### src/rtl/wb_queue.sv
// Writeback queue: gathers up to IN results per cycle into a DEPTH-entry ring
// and drains the oldest WRITE entries onto active-low register-file write ports.
`timescale 1ns/1ps

module wb_queue_drain #(
  parameter int DATA = 32,
  parameter int ADDR = 4
) (
  input  logic            active,
  input  logic [ADDR-1:0] ent_addr,
  input  logic [DATA-1:0] ent_data,
  output logic            we_,
  output logic [ADDR-1:0] waddr,
  output logic [DATA-1:0] wdata
);
  // Idle ports are driven to zero so the register file sees a quiet bus.
  assign we_   = ~active;
  assign waddr = active ? ent_addr : '0;
  assign wdata = active ? ent_data : '0;
endmodule

module wb_queue #(
  parameter int DATA     = 32,
  parameter int ADDR     = 4,
  parameter int IN       = 2,
  parameter int WRITE    = 1,
  parameter int DEPTH    = 4,
  parameter bit ZERO_REG = 1'b0
) (
  input  logic                            clk,
  input  logic                            reset_,
  input  logic                            flush_,
  input  logic [IN-1:0]                   in_valid,
  input  logic [IN-1:0][ADDR-1:0]         in_addr,
  input  logic [IN-1:0][DATA-1:0]         in_data,
  output logic                            in_ready,
  output logic [WRITE-1:0]                we_,
  output logic [WRITE-1:0][ADDR-1:0]      waddr,
  output logic [WRITE-1:0][DATA-1:0]      wdata,
  output logic [(1<<ADDR)-1:0]            busy,
  output logic [$clog2(DEPTH):0]          count
);
  localparam int PW   = $clog2(DEPTH);
  localparam int CW   = PW + 1;
  localparam int NREG = 1 << ADDR;

  typedef struct packed {
    logic            vld;
    logic [ADDR-1:0] addr;
    logic [DATA-1:0] data;
  } entry_t;

  entry_t [DEPTH-1:0] q, q_nxt;
  logic [PW-1:0]      head, tail, head_nxt, tail_nxt;
  logic [CW-1:0]      cnt, cnt_nxt, nenq, ndrain;
  logic [NREG-1:0]    busy_r, busy_nxt;

  // Ready looks only at registered occupancy; a same-cycle drain is not credited.
  assign in_ready = (CW'(DEPTH) - cnt) >= CW'(IN);
  assign ndrain   = (cnt < CW'(WRITE)) ? cnt : CW'(WRITE);
  assign count    = cnt;
  assign busy     = busy_r;

  for (genvar k = 0; k < WRITE; k++) begin : g_drain
    logic [PW-1:0] idx;
    assign idx = head + PW'(k);
    wb_queue_drain #(.DATA(DATA), .ADDR(ADDR)) u_drain (
      .active   (CW'(k) < ndrain),
      .ent_addr (q[idx].addr),
      .ent_data (q[idx].data),
      .we_      (we_[k]),
      .waddr    (waddr[k]),
      .wdata    (wdata[k])
    );
  end

  always_comb begin
    q_nxt    = q;
    head_nxt = head + PW'(ndrain);
    tail_nxt = tail;
    nenq     = '0;
    for (int k = 0; k < WRITE; k++)
      if (CW'(k) < ndrain) q_nxt[head + PW'(k)].vld = 1'b0;
    // Enqueued slots are always free slots, so they never collide with drained ones.
    if (in_ready) begin
      for (int i = 0; i < IN; i++) begin
        if (in_valid[i] && !(ZERO_REG && in_addr[i] == '0)) begin
          q_nxt[tail_nxt].vld  = 1'b1;
          q_nxt[tail_nxt].addr = in_addr[i];
          q_nxt[tail_nxt].data = in_data[i];
          tail_nxt = tail_nxt + PW'(1);
          nenq     = nenq + CW'(1);
        end
      end
    end
    cnt_nxt = cnt + nenq - ndrain;
    if (!flush_) begin
      for (int e = 0; e < DEPTH; e++) q_nxt[e].vld = 1'b0;
      head_nxt = '0;
      tail_nxt = '0;
      cnt_nxt  = '0;
    end
    busy_nxt = '0;
    for (int e = 0; e < DEPTH; e++)
      if (q_nxt[e].vld) busy_nxt[q_nxt[e].addr] = 1'b1;
  end

  always_ff @(posedge clk or negedge reset_) begin
    if (!reset_) begin
      q      <= '0;
      head   <= '0;
      tail   <= '0;
      cnt    <= '0;
      busy_r <= '0;
    end else begin
      q      <= q_nxt;
      head   <= head_nxt;
      tail   <= tail_nxt;
      cnt    <= cnt_nxt;
      busy_r <= busy_nxt;
    end
  end
endmodule

### config.mk
export PLATFORM = sky130hd
export DESIGN_NAME = wb_queue
export DESIGN_NICKNAME = d
export VERILOG_FILES = /design/src/rtl/wb_queue.sv
export SDC_FILE = /design/constraint.sdc
export NUM_CORES = 1
export LEC_CHECK = 0
export BUFFER_PORTS_ARGS = -buffer_cell sky130_fd_sc_hd__buf_2
export CAP_MARGIN = 30
export CORE_MARGIN = 4
export CORE_UTILIZATION = 30
export CTS_CLUSTER_DIAMETER = 30
export DETAILED_ROUTE_END_ITERATION = 16
export PLACE_DENSITY = 0.51
export SLEW_MARGIN = 20
export SYNTH_ARGS = -nofsm -noshare
export SYNTH_HDL_FRONTEND = slang
export SYNTH_SLANG_ARGS = --single-unit
### constraint.sdc
create_clock -name clk -period 5.8 [get_ports clk]
set_input_delay 1.16 -clock clk [delete_from_list [all_inputs] [get_ports clk]]
set_output_delay 1.16 -clock clk [all_outputs]
set_load 0.01 [all_outputs]
## Yosys cells after proc, flatten, opt, wreduce, memory -nomap -nowiden

Cells that the tools add are included.

- $add $sub $neg: 7
- $mul: 0
- Div/mod/pow operators: 0
- Magnitude comparators: 17
- Equal/unequal tests: 1
- Shift-type cells: 0
- Mux-type cells: 58
- Bitwise logic cells: 4
- Reduce and logical (&&, ||, !) cells: 7

Operators by type and width:

| kind | count |
|---|---|
| 148-bit bitwise mux | 7 |
| 148-bit 2-to-1 mux | 5 |
| 37-bit demux with 2-bit select | 7 |
| 37-bit 2-to-1 mux | 3 |
| 36-bit 2-to-1 mux | 3 |
| 32-bit 2-to-1 mux | 3 |
| 37-bit binary-select mux with 2-bit select | 1 |
| 16-bit 2-to-1 mux | 4 |
| 16-bit bitwise OR | 3 |
| 4-bit by 5-bit less-than comparator with 1-bit output, second input constant | 4 |
| 1-bit demux with 4-bit select | 4 |
| 4-bit by 1-bit >= comparator with 1-bit output, second input constant | 4 |
| 3-bit 2-to-1 mux | 5 |
| 2-bit 2-to-1 mux | 6 |
| 2-bit by 3-bit less-than comparator with 1-bit output, second input constant | 3 |
| 1-bit 2-to-1 mux | 9 |
| 1-bit logical AND | 7 |
| 2-bit by 1-bit >= comparator with 1-bit output, second input constant | 3 |
| 2-bit by 1-bit adder with 2-bit output, second input constant | 2 |
| 4-bit 2-to-1 mux | 1 |
| 3-bit by 1-bit adder with 3-bit output, second input constant | 1 |
| 3-bit adder | 1 |
| 3-bit by 2-bit >= comparator with 1-bit output, second input constant | 1 |
| 1-bit by 3-bit less-than comparator with 1-bit output, first input constant | 1 |
| 6 further kinds | 6 |

- Bits in registers: 171
- Bits in latches: 0
- Memory bits (writable): 0
- Bits in read-only memories: 0
- Bits of input ports: 77
- Output and inout bits: 57
- Logic and storage cells: 110
- Memories: 0

## Logic depth before layout (Yosys ltp)

Gate-level depths: netlist of the first run.

- Depth after elaboration: 27
- Gate-level depth with buffers: 12
- Gate-level depth less buffers: 12

## By module

Synthesis of the first run repeated with hierarchy kept, for this count alone.

- Cell total of the unflattened synthesis: 1044
- Area, all modules: 10550.1 µm²

Modules (own cells, without submodules):

| module | instances | cells an instance | area each (µm²) |
|---|---|---|---|
| wb_queue | 1 | 1004 | 10286.1 |
| wb_queue_drain | 1 | 40 | 264.0 |

## Least setup slack after synthesis of the first run

Ideal clock, no wire load.

- Kind: input -> register
- Start point: input in_valid[0]
- End point: register busy_r[14], in the netlist busy[14]
- Arrival time: 3.169 ns
- Data required time: 5.710 ns
- Path slack: 2.541 ns
- Cell stages on the path: 10
- Cells stage by stage: buf_2 > o21ai_0 > inv_1 > ha_1 > clkbuf_1 > a22o_1 > o21ai_4 > mux2i_1 > nand3_1 > o2111ai_1

- Longest elaborated chain between the ends: 21
- Elaborated cells between the ends (all ways): 48

RTL lines:

| what | line | RTL |
|---|---|---|
| from (decl) | 33 | `input logic [IN-1:0] in_valid,` |
| 2-bit 2-to-1 mux | 87 | `if (in_valid[i] && !(ZERO_REG && in_addr[i] == '0)) begin` |
| 2-bit 2-to-1 mux | 85 | `if (in_ready) begin` |
| 2-bit by 3-bit less-than comparator with 1-bit output (implied by the code) or 2-bit by 1-bit >= comparator with 1-bit output (tied branches) | 88, 89 |  |
| 1-bit logical AND (implied by the code) | 88, 89 |  |
| 36-bit 2-to-1 mux (implied by the code) | 89 | `q_nxt[tail_nxt].addr = in_addr[i];` |
| 37-bit demux with 2-bit select | 89 |  |
| 148-bit bitwise mux | 89 |  |
| 148-bit bitwise mux | 90 | `q_nxt[tail_nxt].data = in_data[i];` |
| [6 not listed] | -- |  |
| 16-bit 2-to-1 mux | 105 | `if (q_nxt[e].vld) busy_nxt[q_nxt[e].addr] = 1'b1;` |
| 16-bit bitwise OR (no line) | -- |  |
| 16-bit 2-to-1 mux | 105 |  |
| 16-bit bitwise OR (no line) | -- |  |
| 16-bit 2-to-1 mux | 105 |  |
| 16-bit bitwise OR (no line) | -- |  |
| 16-bit 2-to-1 mux * | 105 |  |
| named net busy_nxt[14] | 56 | `logic [NREG-1:0] busy_r, busy_nxt;` |
| to (signal assigned) | 120 | `busy_r <= busy_nxt;` |
| to (decl) | 56 |  |

The timed path passes the listed nets; every way through them passes the cells marked *. The select of a mux whose other input is x is not followed.
A chain may end at the register's enable or synchronous reset.

==> flow_summary.toml, run 1 <==
[status]
status = "complete, no violations"

[worst_setup_path]
cp-start-kind = "register"
cp.required_ps = 4640
critical_path_arrival_ps = 2820
critical_path.cell_chain = "buf_4 > mux4_2 > and2_1 > buf_2"
critical_path.max_fanout = 28
slowest_stage = "dfrtp_2"
r2r-end = "busy[6]"
max_stage_delay_ps = 770
rrSetupSlack_ps = 2410
regToRegStartpoint = "tail[0]"
reg2reg_depth = 10
crit_path_end_kind = "primary output"
critPathKind = "reg2out"

[drt]
vias = 8167
ant_nets = 0
first_iter_violations = 546
wl_um = 31700
dr.pass1.iters = 5
drc = 0
routedWlPerCell_um = 20.2
viasPerCell = 5.21

[clock_tree]
cts_setup_buffers = 0
clockBufferDepth = 2
clk_latency_ps = 440
clkSinkCount = 171
h-tree-depth = 4
ctsResizeCount = 0
path_clk_slew_ps = 70
holdBufCountCts = 0
cts_root_buffer = "clkbuf_16"
tritoncts = "done"
cts_buffers = 17

[grt]
grt_max_degree = 96
antenna_found_initial = 9
grt.overflow.total = 0
grt_pass1_vias = 8066
grt_use_total = 0.172
grt_first_pass_wirelength_um = 48700

[sta]
clock_skew_ps = 14.9
worst_slew_pin_slew_ps = 866
slew_headroom = 0.406
timing_hold_violations_final = 0
setup-tns-final_ps = 0
min_period_ps = 3980
finalSetupViolations = 0
fin_crit_sh = 0.686
rsz0062_at_grt = "no"
whs_ps = 480
drv_slew = 0
max_clock_freq_mhz = 251

[pwr]
vdd_drop_max_uv = 307
netSwitchingFraction = 0.442
intPower_mw = 3.90
power_per_cell_area_mw_per_mm2 = 587
clockPowerShare = 0.175
power_frac_comb = 0.523
p_sw_mw = 3.09
power_leakage_nw = 5.81
pwr-share-seq = 0.302
power_mw = 6.99

[floorplan]
die_w_um = 192
die_y_um = 192
die_area_mm2 = 0.0369
fp.coreArea_mm2 = 0.0334
start_util = 0.304
io_pins = 134
row_count = 67

[place]
hpwl_um = 20600
dp_cells = 1531
gp_congestion = 0.894
io_buffers = 133

[cells_and_area]
fillerInstances = 3411
register_area_mm2 = 0.00428
instances_no_fill = 1567
mostFrequentLayoutCells = "dfrtp_1, mux2i_1, buf_2"
final_nets = 1195
areaGrowthSynthToFinish_pct = 17.1
fin_util = 0.356
drive_gt1_frac = 0.221
layout_commonest_cell = "dfrtp_1"
multi_input_comb_area_mm2 = 0.00557

[worst_hold_path]
min_to = "q[139]"
hold_path.class = "reg2reg"
min-delay-start = "q[139]"
hold_path_depth = 2

[logic_synthesis]
async_flop_share = 1.00
syn_area_mm2 = 0.0102
synthAdderAreaFrac = 0.0204
synth_top_family_by_area = "multiplexers"
syn-instance-count = 1004
synth_top_flop_cell = "dfrtp_1"
synth_cell_type_count = 59
synthMuxAreaShare = 0.239
yosysWarnings = 0
synth-edff-count = 0
syn_avg_cell_area_um2 = 10.1
ys_ff_latch = 171
synth-simple-area-share = 0.137
synth_xor_area_frac = 0.00948
synth_compound_area_frac = 0.137
seq_area_frac_synth = 0.421
synth_nets = 1097

[flow_run]
drv_cap = 0
per-layer routing:
layer | global-route usage | routed length (µm) | vias to the layer above
met5 | 0 | 68 | -
li1 | - | - | 3848
met4 | 0.0439 | 371 | 10
met3 | 0.0458 | 1930 | 42
met2 | 0.266 | 14400 | 244
met1 | 0.241 | 14900 | 4023
how the worst max path moves through the flow:
stage / startpoint / end / depth (start not counted)
floorplan: in_valid[0] / busy[14] / 10
global placement: in_valid[0] / busy[13] / 9
detailed placement: in_valid[0] / busy[6] / 9
CTS: head[0] / wdata[1] / 4
global route: head[0] / wdata[1] / 4
finish: head[0] / waddr[0] / 4
state kept, by name (all words and copies together), names as in the netlist:
signal and flops:
head 2, count 3, tail 2, busy 16, q 148
worst max-delay path, delay by kind of cell, from the launching register on:
family                 cells  cell delay (ps)
multiplexers               1              640
buffers and inverters      2              760
AND/OR/NAND/NOR            1              180
flip-flops                 1              770
power groups by stage:
stage	Combinational, mW	Sequential (mW)	Clock, mW
after CTS	3.70	2.11	1.26
after global placement	3.65	2.13	0
after global routing	4.05	2.18	1.31
after floorplan	2.59	2.00	0
after detailed placement	3.69	2.13	0
final	3.65	2.11	1.22
synth_stat cells, types with 3 or more instances:
| cell | number | area share |
|---|---|---|
| a21bo_2 | 6 | 0.0059 |
| a21boi_0 | 10 | 0.0074 |
| a21oi_1 | 107 | 0.053 |
| a22o_1 | 3 | 0.0026 |
| a31oi_1 | 5 | 0.0031 |
| and2_1 | 40 | 0.025 |
| and3_1 | 12 | 0.0074 |
| buf_1 | 12 | 0.0044 |
| buf_2 | 22 | 0.011 |
| clkbuf_1 | 31 | 0.011 |
| dfrtp_1 | 171 | 0.42 |
| ha_1 | 15 | 0.018 |
| inv_1 | 18 | 0.0066 |
| mux2_2 | 7 | 0.0078 |
| mux2i_1 | 148 | 0.15 |
| mux4_2 | 36 | 0.080 |
| nand2_1 | 54 | 0.020 |
| nand2b_1 | 6 | 0.0037 |
| nand3_1 | 56 | 0.028 |
| nand4_1 | 4 | 0.0025 |
| nor2_1 | 117 | 0.043 |
| nor3_1 | 3 | 0.0015 |
| nor4_1 | 3 | 0.0018 |
| o2111ai_1 | 12 | 0.010 |
| o211a_1 | 5 | 0.0049 |
| o211ai_1 | 12 | 0.0089 |
| o21ai_0 | 44 | 0.022 |
| o221ai_1 | 3 | 0.0026 |
| o22ai_1 | 3 | 0.0018 |
| xnor2_1 | 3 | 0.0026 |
| xor2_1 | 3 | 0.0026 |
logic make-up after synthesis:
| kind of cell | Yosys count |
|---|---|
| compound gates | 226 |
| xor+xnor | 8 |
| fa+ha+maj | 16 |
| buf+inv | 86 |
| flops | 171 |
| mux | 195 |
| simple gates | 302 |
layout make-up:
class | count | area share
Clock buffer | 17 | 0.0357
Clock inverter | 15 | 0.0169
Antenna cell | 4 | 0.000841
Multi-Input combinational cell | 747 | 0.468
Timing Repair Buffer | 146 | 0.0657
Inverter | 19 | 0.00599
Tap cell | 448 | 0.0471
Sequential cell | 171 | 0.360
per-stage QoR:
step           setup slack, ps  instance area [µm²]
6_report                  1820                11900
5_1_grt                   1620                11900
4_1_cts                   1730                11900
3_5_place_dp              1870                11300
3_3_place_gp              1930                11300
2_1_floorplan             2540                10200
(Power assumes the default switching activity.)
==> inputs of run 2 (changes only) <==
--- a/config.mk
+++ b/config.mk
@@ -11,7 +11,7 @@
 export CORE_UTILIZATION = 30
 export CTS_CLUSTER_DIAMETER = 30
 export DETAILED_ROUTE_END_ITERATION = 16
-export PLACE_DENSITY = 0.51
+export PLACE_DENSITY = 0.53
 export SLEW_MARGIN = 20
 export SYNTH_ARGS = -nofsm -noshare
 export SYNTH_HDL_FRONTEND = slang
==> constraint.sdc (replaced) <==
create_clock -name clk -period 3.3 [get_ports clk]
set_input_delay 0.66 -clock clk [delete_from_list [all_inputs] [get_ports clk]]
set_output_delay 0.66 -clock clk [all_outputs]
set_load 0.01 [all_outputs]
==> run 2 against run 1 <==
Die area unchanged; first-iteration DRC count up 2.9%; clock-buffer cell count up 1; non-clock buffer count up 26; critical path depth up 6; largest power group unchanged; highest routed layer unchanged.
==> flow_summary.toml, run 2 (synthesis gave the netlist of run 1 again) <==
[floorplan]
die_y_um = 192
die_w_um = 192
fp.coreArea_mm2 = 0.0334
die_area_mm2 = 0.0369
io_pins = 134
start_util = 0.304
row_count = 67

[sta]
worst_slew_pin_slew_ps = 908
clock_skew_ps = 13.3
finalSetupViolations = 0
setup-tns-final_ps = 0
fin_crit_sh = 0.913
rsz0062_at_grt = "no"
setup_ws_ps = 286
timing_hold_violations_final = 0
min_period_ps = 3010
slew_headroom = 0.377
drv_slew = 0
max_clock_freq_mhz = 332

[clock_tree]
cts_root_buffer = "clkbuf_16"
tritoncts = "done"
holdBufCountCts = 0
path_clk_slew_ps = 80
cts_setup_buffers = 0
ctsResizeCount = 0
clk_latency_ps = 440
cts_buffers = 17
h-tree-depth = 4
clockBufferDepth = 2
clkSinkCount = 171

[cells_and_area]
fin_util = 0.363
final_nets = 1221
fillerInstances = 3338
mostFrequentLayoutCells = "dfrtp_1, mux2i_1, buf_2"
largest_register_ffs = 148
drive_gt1_frac = 0.238
largest-register = "q"
areaGrowthSynthToFinish_pct = 19.5
layout_commonest_cell = "dfrtp_1"

[pwr]
pwr-share-seq = 0.295
power_leakage_nw = 5.94
intPower_mw = 6.95
power_mw = 12.5
clockPowerShare = 0.164
p_sw_mw = 5.52
power_frac_comb = 0.541
vdd_drop_max_uv = 698
power_per_cell_area_mw_per_mm2 = 1030
netSwitchingFraction = 0.443

[grt]
grt.overflow.total = 0
grt_pass1_vias = 8283
grt_first_pass_wirelength_um = 49100
grt_use_total = 0.172
antenna_found_initial = 5
grt_max_degree = 72

[flow_run]
drv_cap = 0

[drt]
ant_nets = 0
wl_um = 31500
drc = 0
viasPerCell = 5.20
first_iter_violations = 562
dr.pass1.iters = 5
vias = 8273
routedWlPerCell_um = 19.8

[place]
io_buffers = 133
hpwl_um = 20400
pre_cts_ws_ps = 181
gp_congestion = 0.844

[worst_setup_path]
crit_path_end_kind = "register"
critical_path.max_fanout = 12
critical_path_arrival_ps = 3350
cp.required_ps = 3640
cp-start-kind = "register"
critPathKind = "reg2reg"
reg2reg_depth = 10

[status]
status = "complete, no violations"

[worst_hold_path]
hold_path.class = "in2async"
## run 2: power by group through the flow
stage	Combinational (mW)	Clock (mW)	Sequential [mW]
2_1_floorplan	4.55	0	3.51
3_3_place_gp	6.75	0	3.68
3_5_place_dp	6.81	0	3.70
4_1_cts	6.83	2.11	3.67
5_1_grt	7.46	2.19	3.79
6_report	6.75	2.04	3.67
## run 2: worst max-delay path: stages, from the launching register on
cell       delay (ps)
dfrtp_1           450
inv_1             120
ha_1              290
nand2_1            40
o21ai_0           180
ha_1              470
a22oi_1           150
a21o_1            280
a211oi_2          640
nand3_1           150
o2111ai_1         130
## run 2: area by class of cell
type	count	area, µm²	share of cell area
Timing Repair Buffer	172	1080	0.0887
Tap cell	448	561	0.0462
Inverter	19	71.3	0.00587
Sequential cell	171	4280	0.353
Clock inverter	14	151	0.0125
Clock buffer	18	429	0.0353
Multi-Input combinational cell	747	5570	0.459
Antenna cell	1	2.50	0.000206
## run 2: worst paths after layout
path                            slack [ps]  endpoint  startpoint
max in group asynchronous             2270     q[77]      reset_
worst max-delay path                   290   busy[2]     tail[0]
min in group clk                       480    q[126]      q[126]
worst min-delay path                   220  count[0]      reset_
worst max register to register         290   busy[2]     tail[0]
worst min register to register         480    q[126]      q[126]
## run 2: stage by stage
| stage | area, µm² | hold slack, ps | instances |
|---|---|---|---|
| after floorplan | 10200 | 364 | 1004 |
| after global placement | 11600 | 458 | 1557 |
| after detailed placement | 11600 | 466 | 1557 |
| after CTS | 12100 | 266 | 1589 |
| after global routing | 12100 | 275 | 1589 |
| final | 12100 | 224 | 1590 |
## run 2: metal layers
metal	part of all wire	track usage
met5	0.0018	0
met4	0.011	0.0384
met3	0.067	0.0393
met2	0.46	0.276
met1	0.46	0.239
